$ cat src/rtl/uart_rx_frame_pkg.sv
// Shared UART definitions: state encoding, default oversample rate, helpers.
package uart_rx_frame_pkg;

  localparam int NUM_TICKS_DEF = 16;

  // One-hot states; any other encoding is treated as illegal and recovers to IDLE.
  typedef enum logic [4:0] {
    ST_IDLE   = 5'b00001,
    ST_START  = 5'b00010,
    ST_DATA   = 5'b00100,
    ST_PARITY = 5'b01000,
    ST_STOP   = 5'b10000
  } state_e;

  function automatic int clog2(input int v);
    int r;
    r = 0;
    while ((1 << r) < v) r++;
    return r;
  endfunction

  // Even parity: running XOR of the data bits.
  function automatic logic par_next(input logic acc, input logic b);
    return acc ^ b;
  endfunction

endpackage

$ cat src/rtl/uart_rx_frame_if.sv
// Line-side inputs, frame config and host-side results of the UART receiver.
interface uart_rx_frame_if #(
  parameter int BITS_PER_DATA = 8
);
  logic                     tick;
  logic                     rx_in;
  logic                     parity;
  logic [1:0]               stop_bits;
  logic [BITS_PER_DATA-1:0] d_out;
  logic                     rx_done;
  logic                     parity_err;
  logic                     frame_err;

  modport master (
    output tick, rx_in, parity, stop_bits,
    input  d_out, rx_done, parity_err, frame_err
  );

  modport slave (
    input  tick, rx_in, parity, stop_bits,
    output d_out, rx_done, parity_err, frame_err
  );
endinterface

$ cat src/rtl/uart_rx_frame_sync.sv
// Multi-flop synchronizer for the asynchronous serial line; resets to idle (1).
module uart_rx_frame_sync #(
  parameter int SYNC_STAGES = 2
) (
  input  logic clk,
  input  logic reset,
  input  logic i_d,
  output logic o_q
);
  logic [SYNC_STAGES-1:0] r_sync;

  // Shift the raw line through the chain; reset to 1 so a reset never looks like a start bit.
  always_ff @(posedge clk) begin
    if (reset) r_sync <= '1;
    else       r_sync <= {r_sync[SYNC_STAGES-2:0], i_d};
  end

  assign o_q = r_sync[SYNC_STAGES-1];
endmodule

$ cat src/rtl/uart_rx_frame.sv
// UART receiver: 16x oversampled line -> one word per frame with parity/framing status.
module uart_rx_frame
  import uart_rx_frame_pkg::*;
#(
  parameter int NUM_TICKS     = NUM_TICKS_DEF,
  parameter int BITS_PER_DATA = 8,
  parameter int SYNC_STAGES   = 2
) (
  input  logic            clk,
  input  logic            reset,
  uart_rx_frame_if.slave  bus
);
  localparam int S_W = clog2(NUM_TICKS);
  localparam int N_W = clog2(BITS_PER_DATA);
  localparam logic [S_W-1:0] S_MID  = S_W'(NUM_TICKS/2 - 1);
  localparam logic [S_W-1:0] S_LAST = S_W'(NUM_TICKS - 1);
  localparam logic [N_W-1:0] N_LAST = N_W'(BITS_PER_DATA - 1);

  logic w_rx_s;

  uart_rx_frame_sync #(.SYNC_STAGES(SYNC_STAGES)) u_sync (
    .clk   (clk),
    .reset (reset),
    .i_d   (bus.rx_in),
    .o_q   (w_rx_s)
  );

  state_e                   r_state, w_state_nxt;
  logic [S_W-1:0]           r_s, w_s_nxt;
  logic [N_W-1:0]           r_n, w_n_nxt;
  logic [BITS_PER_DATA-1:0] r_sr, w_sr_nxt;
  logic                     r_acc, w_acc_nxt;
  logic                     r_perr, w_perr_nxt;
  logic                     r_ferr, w_ferr_nxt;
  logic [1:0]               r_stop_cnt, w_stop_cnt_nxt;
  logic [1:0]               r_stop_num, w_stop_num_nxt;
  logic                     r_par_en, w_par_en_nxt;
  logic                     w_done;
  logic [BITS_PER_DATA-1:0] r_d_out;
  logic                     r_rx_done, r_parity_err, r_frame_err;

  // Next-state / datapath: every sample point is a tick at a specific s value.
  always_comb begin
    w_state_nxt    = r_state;
    w_s_nxt        = r_s;
    w_n_nxt        = r_n;
    w_sr_nxt       = r_sr;
    w_acc_nxt      = r_acc;
    w_perr_nxt     = r_perr;
    w_ferr_nxt     = r_ferr;
    w_stop_cnt_nxt = r_stop_cnt;
    w_stop_num_nxt = r_stop_num;
    w_par_en_nxt   = r_par_en;
    w_done         = 1'b0;
    case (r_state)
      ST_IDLE: begin
        w_s_nxt = '0;
        if (!w_rx_s) begin
          // Frame config is latched here and held until the frame ends.
          w_state_nxt    = ST_START;
          w_n_nxt        = '0;
          w_acc_nxt      = 1'b0;
          w_perr_nxt     = 1'b0;
          w_ferr_nxt     = 1'b0;
          w_stop_cnt_nxt = 2'd0;
          w_par_en_nxt   = bus.parity;
          w_stop_num_nxt = (bus.stop_bits == 2'd0) ? 2'd1 : bus.stop_bits;
        end
      end
      ST_START: if (bus.tick) begin
        if (r_s == S_MID) begin
          w_s_nxt     = '0;
          w_state_nxt = w_rx_s ? ST_IDLE : ST_DATA;  // high at mid-start = glitch
        end else begin
          w_s_nxt = r_s + S_W'(1);
        end
      end
      ST_DATA: if (bus.tick) begin
        if (r_s == S_LAST) begin
          w_s_nxt   = '0;
          w_sr_nxt  = {w_rx_s, r_sr[BITS_PER_DATA-1:1]};
          w_acc_nxt = par_next(r_acc, w_rx_s);
          if (r_n == N_LAST) begin
            w_n_nxt     = '0;
            w_state_nxt = r_par_en ? ST_PARITY : ST_STOP;
          end else begin
            w_n_nxt = r_n + N_W'(1);
          end
        end else begin
          w_s_nxt = r_s + S_W'(1);
        end
      end
      ST_PARITY: if (bus.tick) begin
        if (r_s == S_LAST) begin
          w_s_nxt     = '0;
          w_perr_nxt  = r_acc ^ w_rx_s;
          w_state_nxt = ST_STOP;
        end else begin
          w_s_nxt = r_s + S_W'(1);
        end
      end
      ST_STOP: if (bus.tick) begin
        if (r_s == S_LAST) begin
          w_s_nxt    = '0;
          w_ferr_nxt = r_ferr | ~w_rx_s;
          // Finish at mid-stop so a back-to-back start edge is still seen from IDLE.
          if (r_stop_cnt == r_stop_num - 2'd1) begin
            w_done      = 1'b1;
            w_state_nxt = ST_IDLE;
          end else begin
            w_stop_cnt_nxt = r_stop_cnt + 2'd1;
          end
        end else begin
          w_s_nxt = r_s + S_W'(1);
        end
      end
      default: w_state_nxt = ST_IDLE;
    endcase
  end

  // State, counters and result registers; reset discards any frame in flight.
  always_ff @(posedge clk) begin
    if (reset) begin
      r_state      <= ST_IDLE;
      r_s          <= '0;
      r_n          <= '0;
      r_sr         <= '0;
      r_acc        <= 1'b0;
      r_perr       <= 1'b0;
      r_ferr       <= 1'b0;
      r_stop_cnt   <= 2'd0;
      r_stop_num   <= 2'd1;
      r_par_en     <= 1'b0;
      r_d_out      <= '0;
      r_rx_done    <= 1'b0;
      r_parity_err <= 1'b0;
      r_frame_err  <= 1'b0;
    end else begin
      r_state    <= w_state_nxt;
      r_s        <= w_s_nxt;
      r_n        <= w_n_nxt;
      r_sr       <= w_sr_nxt;
      r_acc      <= w_acc_nxt;
      r_perr     <= w_perr_nxt;
      r_ferr     <= w_ferr_nxt;
      r_stop_cnt <= w_stop_cnt_nxt;
      r_stop_num <= w_stop_num_nxt;
      r_par_en   <= w_par_en_nxt;
      r_rx_done  <= w_done;
      if (w_done) begin
        r_d_out      <= r_sr;
        r_parity_err <= w_perr_nxt;
        r_frame_err  <= w_ferr_nxt;
      end
    end
  end

  assign bus.d_out      = r_d_out;
  assign bus.rx_done    = r_rx_done;
  assign bus.parity_err = r_parity_err;
  assign bus.frame_err  = r_frame_err;
endmodule

$ cat src/flat_wrapper.sv
// flat-port wrapper written by rule: the top's interface ports become plain ports
module uart_rx_frame_flat import uart_rx_frame_pkg::*;
#(
  parameter int NUM_TICKS     = NUM_TICKS_DEF,
  parameter int BITS_PER_DATA = 8,
  parameter int SYNC_STAGES   = 2
)
  (clk, reset, bus_tick, bus_rx_in, bus_parity, bus_stop_bits, bus_d_out, bus_rx_done, bus_parity_err, bus_frame_err);
  uart_rx_frame_if #(.BITS_PER_DATA(BITS_PER_DATA)) bus_i ();
  input  logic clk;
  input  logic reset;
  input wire logic [$bits(bus_i.tick)-1:0] bus_tick;
  input wire logic [$bits(bus_i.rx_in)-1:0] bus_rx_in;
  input wire logic [$bits(bus_i.parity)-1:0] bus_parity;
  input wire logic [$bits(bus_i.stop_bits)-1:0] bus_stop_bits;
  output wire logic [$bits(bus_i.d_out)-1:0] bus_d_out;
  output wire logic [$bits(bus_i.rx_done)-1:0] bus_rx_done;
  output wire logic [$bits(bus_i.parity_err)-1:0] bus_parity_err;
  output wire logic [$bits(bus_i.frame_err)-1:0] bus_frame_err;
  assign bus_i.tick = bus_tick;
  assign bus_i.rx_in = bus_rx_in;
  assign bus_i.parity = bus_parity;
  assign bus_i.stop_bits = bus_stop_bits;
  assign bus_d_out = bus_i.d_out;
  assign bus_rx_done = bus_i.rx_done;
  assign bus_parity_err = bus_i.parity_err;
  assign bus_frame_err = bus_i.frame_err;
  uart_rx_frame #(.NUM_TICKS(NUM_TICKS), .BITS_PER_DATA(BITS_PER_DATA), .SYNC_STAGES(SYNC_STAGES)) u_core (.clk(clk), .reset(reset), .bus(bus_i));
endmodule
$ cat config.mk
export PLATFORM = sky130hd
export DESIGN_NAME = uart_rx_frame_flat
export DESIGN_NICKNAME = d
export VERILOG_FILES = /design/src/rtl/uart_rx_frame_pkg.sv /design/src/rtl/uart_rx_frame_if.sv /design/src/rtl/uart_rx_frame_sync.sv /design/src/rtl/uart_rx_frame.sv /design/src/flat_wrapper.sv
export SDC_FILE = /design/constraint.sdc
export NUM_CORES = 1
export LEC_CHECK = 0
export CELL_PAD_IN_SITES_DETAIL_PLACEMENT = 0
export CELL_PAD_IN_SITES_GLOBAL_PLACEMENT = 2
export CORE_AREA = 2 2 76 78
export DETAILED_ROUTE_END_ITERATION = 10
export DIE_AREA = 0 0 78 80
export PLACE_DENSITY = 0.84
export REMOVE_ABC_BUFFERS = 1
export SLEW_MARGIN = 20
export SYNTH_ARGS = -nofsm -noshare
export SYNTH_HDL_FRONTEND = slang
export SYNTH_SLANG_ARGS = --single-unit
$ cat constraint.sdc
create_clock -name clk -period 5.25 [get_ports clk]
set_input_delay 1.575 -clock clk [delete_from_list [all_inputs] [get_ports clk]]
set_output_delay 1.575 -clock clk [all_outputs]
set_load 0.03 [all_outputs]
==> flow_summary.toml <==
[status]
outcome = "finished, final reports clean"

[clock_network]
holdBufCountCts = 0
clk_pin_slew_ns = 0.07
insertion_delay_ns = 0.29
cts_root_buf = "clkbuf_8"
cts_tree = "done"
cts_buffer_depth = 2
cts_sinks = 41
ctsHtreeMaxLevel = 2
cts_made_buffers = 5
ctsResizeCount = 0
cts_setup_buffers = 0

[setup_path]
cp-start-kind = "input port"
cp.arrival_ns = 3.60
crit-reg2reg-launch = "u_core.r_state[2]$_SDFFE_PP0P_"
worstPathMaxFanout = 9
worst_setup_path_end_kind = "register"
crit_required_ns = 5.41
critical_path.startpoint = "bus_tick"
path_class = "in -> reg"

[hold_path]
hp-start = "u_core.u_sync.r_sync[0]$_SDFF_PP1_"
hold_class = "reg -> reg"

[final_layout]
final_util_pct = 41.0
antenna_cells = 0
most-common-layout-cells = "dfxtp_1 (41), nor2_1 (32), nand2_1 (29)"
drive_gt1_share_pct = 6.61
final_common_cell = "dfxtp_1"
final_area_um2 = 2210
area_growth_syn_to_layout_pct = 14.5
final_cells = 314
nets = 253

[floorplanning]
fp-row-count = 27
design.core.area_um2 = 5410
dieArea_um2 = 6240
fp.dieH_um = 80
die_w_um = 78
start_util_pct = 35.8
num_io_pins = 18

[sta]
slew_headroom_pct = 54.4
whs_ns = 0.411
fmax_mhz = 290
tightest_slew_ns = 0.685
skew_ns = 0.00726
hold_violations = 0
finalWorstSetupSlack_ns = 1.80
period_needed_ns = 3.45
finalSetupViolCount = 0
fin_crit_sh_pct = 65.7
slew_viol_final = 0
final.setup.tns_ns = 0
rsz0062_at_grt = "no"

[detailed_routing]
ant_nets = 0
vias = 1597
first_iter_violations = 74
wl_per_cell_um = 13.9
dr.pass1.iters = 4
routed_via_density = 5.09
wl_um = 4380
drc = 0

[yosys]
ys.flop_type = "dfxtp_1"
synth_edf_count = 0
synth.top_cell.area_share_pct = 42.4
yosysWarnings = 0
yosys.area.top_type = "dfxtp_1"
yosysUniqueCellTypes = 46
ys_ff_latch = 41
synth.avg_cell_area_um2 = 8.37
synth_area_leaders = "dfxtp_1 (42%), nor2_1 (6.2%), a21oi_1 (5.7%)"
synthArstFlopShare_pct = 0
ys_seq_area_share_pct = 42.4
netlist_instances = 231
syn-cell-area_um2 = 1930

[place]
globalplace.congestion = 0.784
numPortBuffers = 17
place_area_um2 = 2140
dpl_worst_slack_ns = 1.46
dpl.hpwl_um = 2920
place_inst = 308

[flow_run]
drv_cap = 0

[pwr]
cellPowerDensity_nw_per_um2 = 324
power_uw = 716
p_leak_nw = 0.831
ir_drop_mv = 0.221

[global_route]
antenna_found_initial = 0
grt_overflow = 0
grt_usage_pct = 15.5
grt_max_degree = 44
grt_pass1_vias = 1563
grt_pass1_wl_um = 7560
==> synth_stat cells, types with 2 or more instances <==
master,n
nand2b_1,8
nand4_1,6
a211oi_1,2
a21oi_1,22
and3_1,2
xnor2_1,2
o2bb2ai_1,2
mux2i_1,11
ha_1,3
nor2b_1,4
buf_2,3
clkbuf_1,8
nand3_1,6
nand2_1,29
dfxtp_1,41
nor2_1,32
or2_2,2
and2_1,3
a31oi_1,2
nand3b_1,4
nor3b_1,2
nor3_1,3
o21ai_0,11
==> state kept, by name (all words and copies together) (netlist names) <==
| register | cells |
|---|---|
| u_core.r_stop_cnt | 2 |
| u_core.r_s | 4 |
| u_core.u_sync.r_sync | 2 |
| u_core.r_perr | 1 |
| u_core.r_sr | 8 |
| u_core.bus.frame_err | 1 |
| u_core.r_ferr | 1 |
| u_core.bus.parity_err | 1 |
| u_core.bus.rx_done | 1 |
| u_core.r_n | 3 |
| u_core.r_stop_num | 2 |
| u_core.r_acc | 1 |
| u_core.r_par_en | 1 |
| u_core.r_state | 5 |
| u_core.bus.d_out | 8 |
==> cells by family (layout without fill, tap and decap cells) <==
logic type | Yosys count | count (layout) | share of synthesized area [%]
and+or+nand+nor | 110 | 110 | 29.6
adders and majority gates | 3 | 3 | 1.94
buffers and inverters | 14 | 25 | 3.36
muxes | 12 | 12 | 6.47
AOI/OAI and AO/OA | 48 | 48 | 14.9
DFF | 41 | 41 | 42.4
xor gates and xnor gates | 3 | 3 | 1.36
==> routing by layer <==
layer	track usage (%)	wire length [µm]
met2	25.6	2050
met1	19.8	2160
met3	3.96	130
met4	5.26	39
met5	0	0
==> layout make-up <==
class                           count  area, µm²
Inverter                            1       3.75
Fill cell                         583       3190
Clock inverter                      1       5.00
Clock buffer                        5       68.8
Multi-Input combinational cell    176       1050
Sequential cell                    41        821
Tap cell                           72       90.1
Timing Repair Buffer               18        178
==> report_power, final <==
group          leakage [nW]  internal (mW)  switching (mW)
clock                0.0399         0.0875           0.101
sequential            0.331          0.322          0.0285
combinational         0.460         0.0686           0.108
==> final timing paths <==
check                                                     endpoint  slack, ns  cells after the start
worst max-delay path                     u_core.r_acc$_SDFFE_PP0P_       1.80                      6
worst max register to register          u_core.r_n[0]$_SDFFE_PP0P_       3.13                      6
worst min register to register  u_core.u_sync.r_sync[1]$_SDFF_PP1_       0.41                      1
worst min-delay path            u_core.u_sync.r_sync[1]$_SDFF_PP1_       0.41                      1
==> worst max-delay path: stages <==
cell             delay (ns)
clkdlybuf4s50_1        0.68
nand4_1                0.24
nor4b_4                0.57
o21ai_1                0.25
o21ai_0                0.21
a21oi_1                0.08
Power figures use the tool's default switching activity.
